<file path="config.mk">
export PLATFORM = sky130hd
export DESIGN_NAME = exp22_alu
export DESIGN_NICKNAME = d
export VERILOG_FILES = /design/src/rtl/exp22_alu.sv
export SDC_FILE = /design/constraint.sdc
export NUM_CORES = 1
export LEC_CHECK = 0
export CAP_MARGIN = 20
export CORE_AREA = 2 2 63 71
export DETAILED_ROUTE_END_ITERATION = 7
export DIE_AREA = 0 0 65 73
export PLACE_DENSITY_LB_ADDON = 0.15
export SKIP_LAST_GASP = 1
export SLEW_MARGIN = 15
export SYNTH_ARGS = -nofsm -noshare
export SYNTH_HDL_FRONTEND = slang
export SYNTH_SLANG_ARGS = --single-unit
</file>
<file path="constraint.sdc">
create_clock -name clk -period 0.82 [get_ports clk]
set_clock_uncertainty 0.15 [all_clocks]
set_input_delay 0.082 -clock clk [delete_from_list [all_inputs] [get_ports clk]]
set_output_delay 0.082 -clock clk [all_outputs]
set_load 0.03 [all_outputs]
</file>
<file path="src/rtl/exp22_alu.sv">
// Eight-operation unsigned ALU with a registered result, carry and zero flag.
// A new operation is accepted every cycle; results appear one clock later.
module exp22_alu #(
  parameter int unsigned WIDTH = 8
) (
  output logic [WIDTH-1:0] out,
  input  logic [2:0]       opcode,
  input  logic [WIDTH-1:0] a,
  input  logic [WIDTH-1:0] b,
  input  logic             clk,
  input  logic             rst_n,
  output logic             carry,
  output logic             zero
);

  localparam logic [2:0] OP_ADD = 3'd0;
  localparam logic [2:0] OP_SUB = 3'd1;
  localparam logic [2:0] OP_AND = 3'd2;
  localparam logic [2:0] OP_OR  = 3'd3;
  localparam logic [2:0] OP_NOT = 3'd4;
  localparam logic [2:0] OP_XOR = 3'd5;
  localparam logic [2:0] OP_SHL = 3'd6;
  localparam logic [2:0] OP_SHR = 3'd7;

  logic [WIDTH-1:0] out_d, out_q;
  logic             carry_d, carry_q;
  logic             zero_d, zero_q;
  logic [WIDTH:0]   sum_ext;
  logic [WIDTH:0]   diff_ext;

  // Widened add/sub: the top bit is carry-out for ADD and borrow for SUB.
  always_comb begin
    sum_ext  = {1'b0, a} + {1'b0, b};
    diff_ext = {1'b0, a} - {1'b0, b};
  end

  always_comb begin
    out_d   = '0;
    carry_d = 1'b0;
    case (opcode)
      OP_ADD: begin
        out_d   = sum_ext[WIDTH-1:0];
        carry_d = sum_ext[WIDTH];
      end
      OP_SUB: begin
        out_d   = diff_ext[WIDTH-1:0];
        carry_d = diff_ext[WIDTH];
      end
      OP_AND: out_d = a & b;
      OP_OR:  out_d = a | b;
      OP_NOT: out_d = ~a;
      OP_XOR: out_d = a ^ b;
      OP_SHL: begin
        out_d   = {a[WIDTH-2:0], 1'b0};
        carry_d = a[WIDTH-1];
      end
      OP_SHR: begin
        out_d   = {1'b0, a[WIDTH-1:1]};
        carry_d = a[0];
      end
    endcase
    zero_d = (out_d == '0);
  end

  // Zero is held low during reset even though out is also zero then.
  always_ff @(posedge clk or negedge rst_n) begin
    if (!rst_n) begin
      out_q   <= '0;
      carry_q <= 1'b0;
      zero_q  <= 1'b0;
    end else begin
      out_q   <= out_d;
      carry_q <= carry_d;
      zero_q  <= zero_d;
    end
  end

  assign out   = out_q;
  assign carry = carry_q;
  assign zero  = zero_q;

endmodule

</file>
# == Yosys cells after proc, flatten, opt, wreduce, memory -nomap -nowiden ==
# Index checks and enable logic that the tools add are counted.
# totals
out_inout_bits,10
reg_bits,10
elab_cells,20
# classes
eq_ne,7
muxes,2
addsub,2
n_bitwise,4
reduce_logical,2
# op_table
cell,n
$pmux W8 S8,1
$eq A3 B3 Y1 const B,4
$add A8 B8 Y9,1
$sub A8 B8 Y9,1
$and A8 B8 Y8,1
$logic_not A8 Y1,1
$not A8 Y8,1
$or A8 B8 Y8,1
$xor A8 B8 Y8,1
$eq A3 B2 Y1 const B,2
$pmux W1 S4,1
$eq A3 B1 Y1 const B,1
$logic_not A3 Y1,1

# == Longest topological paths before layout ==
# Gate-level depths: netlist (run 1).
# depth
word_depth,3
mapped_depth,10
depth_no_buf,10

# == Least setup slack after synthesis (run 1) ==
# OpenSTA, ideal clock, no wires.
# synth_timing
path_type,in2reg
startpoint,input port a[0]
endpoint,"register zero_q, in the netlist zero"
setup_time_ns,0.096
n_path_buf,0
slack_ns,-1.235
arrival_time_ns,1.809
stages,10
required_time_ns,0.574
cell_sequence,inv_1 ha_1 inv_1 fa_1 mux2_2 a221oi_1 o21ai_0 a211oi_2 nand4b_1 nor4_2
# synth_via
elab_chain_cells,3
elab_cells_between_ends,8
classes_between,2 x add/sub; 1 x mux; 4 x bitwise; 1 x reduce/logical
# synth_lines
item,line_no,text
"start, declared",8,"input logic [WIDTH-1:0] a,"
$sub A8 B8 Y9 (tied with other cells),34,"diff_ext = {1'b0, a} - {1'b0, b};"
$pmux W8 S8 (*),40,case (opcode)
$logic_not A8 Y1 (*),62,zero_d = (out_d == '0);
net zero_d,27,"logic zero_d, zero_q;"
"end signal, assigned",74,zero_q <= zero_d;
"end, declared",27,
# Mark *: on every way through the listed nets, which the timed path passes. The rest lies on a longest branch.

# == Worst setup path in the final report (run 1) ==
# layout_timing
startpoint,input port a[0]
endpoint,"register carry_q, in the netlist carry"
# layout_via
elab_chain_cells,2
elab_cells_between_ends,3
classes_between,2 x add/sub; 1 x mux
# layout_lines
item,line_no,text
$sub A8 B8 Y9 / $add A8 B8 Y9 (equally long branches),"34, 33",
$pmux W1 S4 (*),40,
net carry_d,26,"logic carry_d, carry_q;"
"end signal, assigned",73,carry_q <= carry_d;
"end, declared",26,
# Marks and branches as above.

==> results of run 1 <==
## cells in the final DEF, fill, tap and decap left out, drive strengths merged, types with 5 or more instances in the layout
cell type	Yosys	routed
a21oi	17	17
clkbuf	3	5
buf	14	117
nor2	15	15
inv	27	26
nand2	10	10
mux2	5	5
nor3	7	7
a211oi	7	7
nand3	7	7
dfrtp	10	10
ha	24	24
nor2b	7	7
nor4	7	7
o21ai	11	11
## critical path, cell delays in order
cell and delay (ns):
buf_12 0.11, buf_12 0.12, ha_4 0.15, fa_2 0.37, a211oi_2 0.24, nor2_2 0.11, o21a_1 0.19, o211ai_1 0.17
a21oi_1 0.08, or3_1 0.31
## per-stage QoR
step | setup TNS [ns] | hold slack [ns]
floorplan | -7.33 | -0.364
global placement | -15.68 | 0.268
detailed placement | -15.92 | 0.266
CTS | -10.95 | 0.0261
global route | -10.97 | 0.0458
finish | -10.45 | 0.0409
## logic make-up after synthesis
group / Yosys count / share of synthesized area [%]
AOI/OAI and AO/OA: 69 / 27.9
xor gates and xnor gates: 2 / 0.972
adders and majority gates: 26 / 18.9
buffers and inverters: 44 / 11.7
DFF: 10 / 13.9
muxes: 8 / 5.69
and+or+nand+nor: 70 / 21.0
## where the power goes
part           internal [W]  total, W  switching (W)
sequential         0.000559  0.000591      0.0000313
clock              0.000319  0.000491       0.000171
combinational       0.00118   0.00229        0.00111
## cell usage after synthesis, types with 2 or more instances
cell type / count
nor4_1: 6
mux2i_1: 2
inv_1: 27
fa_1: 2
and2_1: 2
a211oi_1: 6
nor2_1: 15
nand2_1: 10
a21oi_1: 16
buf_6: 2
ha_1: 24
nor3_1: 7
buf_4: 6
a21o_1: 3
and3_1: 3
clkbuf_1: 3
mux2_2: 4
o211ai_1: 3
or3_1: 2
o21ai_0: 10
o22ai_1: 3
a221oi_1: 3
nand3_1: 7
buf_2: 6
nor2b_1: 7
nand2b_1: 4
dfrtp_1: 10
a2111oi_0: 3
## routing by layer
layer	GRT usage [%]	vias to the layer above
li1	-	1059
met1	33.9	1111
met2	50.3	131
met3	3.70	51
met4	13.2	0
met5	0	-
## final cells by class
| type | instances | area [sq um] |
|---|---|---|
| Clock buffer | 3 | 41.3 |
| Fill cell | 230 | 711 |
| Inverter | 27 | 140 |
| Multi-Input combinational cell | 175 | 1740 |
| Sequential cell | 10 | 250 |
| Tap cell | 54 | 67.6 |
| Timing Repair Buffer | 127 | 1140 |
## worst max path at each step
stage               startpoint    end  slack (ns)  cells after the start
finish                    a[0]  carry       -1.16                     10
global route              a[0]  carry       -1.22                     10
CTS                       a[0]   zero       -1.31                     12
detailed placement        a[0]   zero       -1.87                     12
global placement          a[0]   zero       -1.81                     12
floorplan                 a[0]   zero       -1.10                     10
## flip-flops by register name, indices dropped and copies added (netlist names)
register,count
out,8
carry,1
zero,1
## timing repair
| action | in CTS | in global routing |
|---|---|---|
| gates resized for setup | 116 | 47 |
| pin swaps | 32 | 28 |
| hold buffers | 0 | 0 |
| setup endpoints to repair | 20 | 20 |
| setup buffers | 18 | 7 |
| cloned | 1 | 0 |
==> metrics.txt, run 1 <==
final instance area=around 3400 sq um; Synth Flop Type=dfrtp_1; fin crit share=241%; antenna diode instance count=0; Fin. Hold Viols=0; Tot GR Track Use=between 20% and 30%; utilization after layout=82.7%; Detailed Route WL=approximately 7400 um; CP Capture Type=register; vias in the first global route=2283; slew at the pin with the worst max-slew slack=between 0.5 and 0.6 ns; io pins=31; met3 WL=427 um; max-cap violation count=0; largest net degree at the start of global routing=11; synthesized area=about 1800 sq um; dpl cell area=2820 sq um; Pwr Density=roughly 1000 nW/um^2; Initial Utilization=a little over two fifths; fin nets=around 400; Critical Path AT=around 1.9 ns; RePlAce Congestion=roughly 0.91; Crit Path Class=in -> reg; clk slew on worst S/H paths=~0.040 ns; Synth Instances=229; fin crit period=approximately 2 ns; Inst Count DP=about 370; clock tree sinks=10; Post-synth ARST share=100%; full die area=between 4000 and 5000 sq um; critical path required time=0.77 ns; dpl ws=-1.87 ns; P&R area growth vs syn=88.0%; Std-Cell Rows=25; clock buffer depth=2; CTS tree=done; post-synthesis area per instance=around 8 sq um; synth top area cells=ha_1, dfrtp_1, inv_1; initial antenna violation count=0; Max Slew Vio Count=0; vias per cell=just under 6; status=complete, but fails checks; Pre-antenna DRT Iters=6; DP Wirelength=~4400 um; leakage=approximately 1.5 nW; initial DRC count=between 150 and 200; share of the synthesized area in the top cell type=between 15 and 20%; syn_nets=276; first-pass GRT wire length=about 11000 um; Min-Delay Path Class=in -> async; DRC Markers=0; CTS root buffer=clkbuf_8; Yosys reg bits=10; Slew headroom=around 65%; sequential element share of the synthesized area=about 14%; PortBufs=30; EDFF count, synth=0; total congestion overflow=0; Startpoint Class=input port; RSZ-0062 raised after global routing=yes; Setup violations, final=20; setup slack after layout=-1.16 ns; max layer used=met4; Distinct cells, synth=between 60 and 70; Max rail drop VDD=0.456 mV; Die W=around 65 um; share of layout cells above drive strength 1=roughly three fifths; Routed Antenna Nets=0; failing checks=negative setup slack; Design Power=around 0.0034 W; Synth warnings=0; Fmax achieved=about 510 MHz; CTS Buf Count=3; H-tree level count=1; largest area contributor in the netlist=ha_1; core area=4100 sq um; mean routed wirelength per cell=about 19 um; fin cells=between 300 and 400; M1 WL=around 2800 um; Die H=73 um; Met2 Wirelength=roughly 3700 um; CP Max Fanout=3; routed via count=2352
(Power assumes the default switching activity.)
==> inputs of run 2 (changes only) <==
--- a/config.mk
+++ b/config.mk
@@ -15,3 +15,4 @@
 export SYNTH_ARGS = -nofsm -noshare
 export SYNTH_HDL_FRONTEND = slang
 export SYNTH_SLANG_ARGS = --single-unit
+export TNS_END_PERCENT = 30
==> metrics.txt, run 2 (synthesis gave the netlist of run 1 again) <==
status=complete, but fails checks; failing checks=negative setup slack; Die W=about 65 um; fin crit share=256%; initial antenna violation count=0; first-pass GRT wire length=slightly below 10000 um; mean routed wirelength per cell=roughly 18 um; most frequent cells in the layout=buf_4, nor2_1, buf_6, inv_1, a21oi_1; fin cells=around 400; vias per cell=5.86; Std-Cell Rows=25; Int Pwr=approximately 0.0021 W; Logic pwr share=64.9%; Min-Delay Path Class=in -> async; Detailed Route WL=just over 7000 um; DP Wirelength=around 4400 um; antenna diode instance count=0; RePlAce Congestion=roughly 0.91; initial DRC count=~180; Routed Antenna Nets=0; Max stage delay cell, worst path=fa_2; Pre-antenna DRT Iters=4; Reg power frac=about 17%; Pwr Density=between 1000 and 1500 nW/um^2; Tot GR Track Use=between 20% and 30%; Design Power=0.00336 W; Sw Ratio=between 30% and 40%; Net Switching=0.00130 W; critical path required time=0.77 ns; PortBufs=30; CTS root buffer=clkbuf_8; H-tree level count=1; core area=~4100 sq um; CP Max Fanout=3; dpl ws=-1.85 ns; max-cap violation count=0; fin crit period=roughly 2.1 ns; CTS Buf Count=3; Critical Path AT=2.05 ns; largest net degree at the start of global routing=13; DRC Markers=0; Startpoint Class=input port; max reg flops=8; RSZ-0062 raised after global routing=yes; Sum Neg Setup Slack=-11.38 ns; io pins=31; CTS tree=done; routed via count=around 2300; Fmax achieved=between 400 and 500 MHz; clock network power share=about 18%; Inst Count DP=approximately 380; clock buffer depth=2; Max rail drop VDD=between 0.5 and 0.6 mV; slew at the pin with the worst max-slew slack=about 0.39 ns; fin nets=a little under 400; Crit. Startpoint=a[0]; commonest non-fill, non-tap cell in the layout=buf_4; setup slack after layout=-1.28 ns; vias in the first global route=2107; Crit Path Class=in -> reg; share of layout cells above drive strength 1=between 50 and 60%; Fin. Hold Viols=0; Setup violations, final=20; Max Slew Vio Count=0; Die H=roughly 73 um; critical path, cell by cell=buf_12, buf_6, ha_4, fa_2, a211oi_2, nor2_2, o21a_1, o211ai_1, a21oi_1, or3_1; utilization after layout=a little over 80%; full die area=between 4000 and 5000 sq um; CP Capture Type=register; Initial Utilization=44.0%; clk slew on worst S/H paths=around 0.05 ns; total congestion overflow=0; leakage=between 1.5 and 2 nW; clock tree sinks=10; slowest stage delay, CP=approximately 0.40 ns; worst setup path endpoint=carry; P&R area growth vs syn=83.7%; Slew headroom=73.1%
-- run 2: area by class of cell --
| type | instances | area [sq um] |
|---|---|---|
| multi-input cells | 175 | 1750 |
| repair buffers | 127 | 1070 |
| fillers | 244 | 788 |
| flip-flops and latches | 10 | 250 |
| inverters | 27 | 121 |
| well taps | 54 | 67.6 |
| clock buffers | 4 | 55.1 |
-- run 2: power by group through the flow --
stage / sequential (W) / clock, W / combinational, W
floorplan: 0.000716 / 0 / 0.000748
global placement: 0.000581 / 0 / 0.00164
detailed placement: 0.000581 / 0 / 0.00166
CTS: 0.000574 / 0.000620 / 0.00184
global route: 0.000577 / 0.000633 / 0.00231
finish: 0.000573 / 0.000606 / 0.00218
-- run 2: through the flow --
step                      instance area, sq um  hold slack [ns]
after floorplan                           1870           -0.364
after detailed placement                  2740            0.270
final                                     3310           0.0261
after CTS                                 3010           0.0302
after global routing                      3310           0.0395
after global placement                    2740            0.267
-- run 2: what timing repair did --
action	in CTS	in global routing
gates cloned	0	0
resized for setup	67	76
setup buffers	6	13
hold buffers	0	0
pin swaps	28	36
setup endpoints to repair	20	20
-- run 2: routing by layer --
layer | part of all wire, % | global-route usage, % | up-vias
met1 | 38 | 32.7 | 1089
met3 | 6.4 | 2.31 | 43
met2 | 49 | 46.5 | 136
met5 | 0 | 0 | -
met4 | 6.2 | 9.46 | 0
li1 | - | - | 1059
-- run 2: how the worst min path moves through the flow --
| stage | start | end | slack [ns] | cells after the start |
|---|---|---|---|---|
| floorplan | rst_n | carry | -0.36 | 0 |
| global placement | rst_n | out[0] | 0.27 | 2 |
| detailed placement | rst_n | out[2] | 0.27 | 2 |
| CTS | rst_n | out[4] | 0.03 | 2 |
| global route | rst_n | out[1] | 0.04 | 2 |
| finish | rst_n | out[4] | 0.03 | 2 |
-- run 2: critical path, delay by kind of cell --
kind	cells	cell delay (ns)
adder cells (fa/ha/maj)	2	0.56
buffers and inverters	2	0.22
AO/OA/AOI/OAI	4	0.70
AND/OR/NAND/NOR	2	0.47
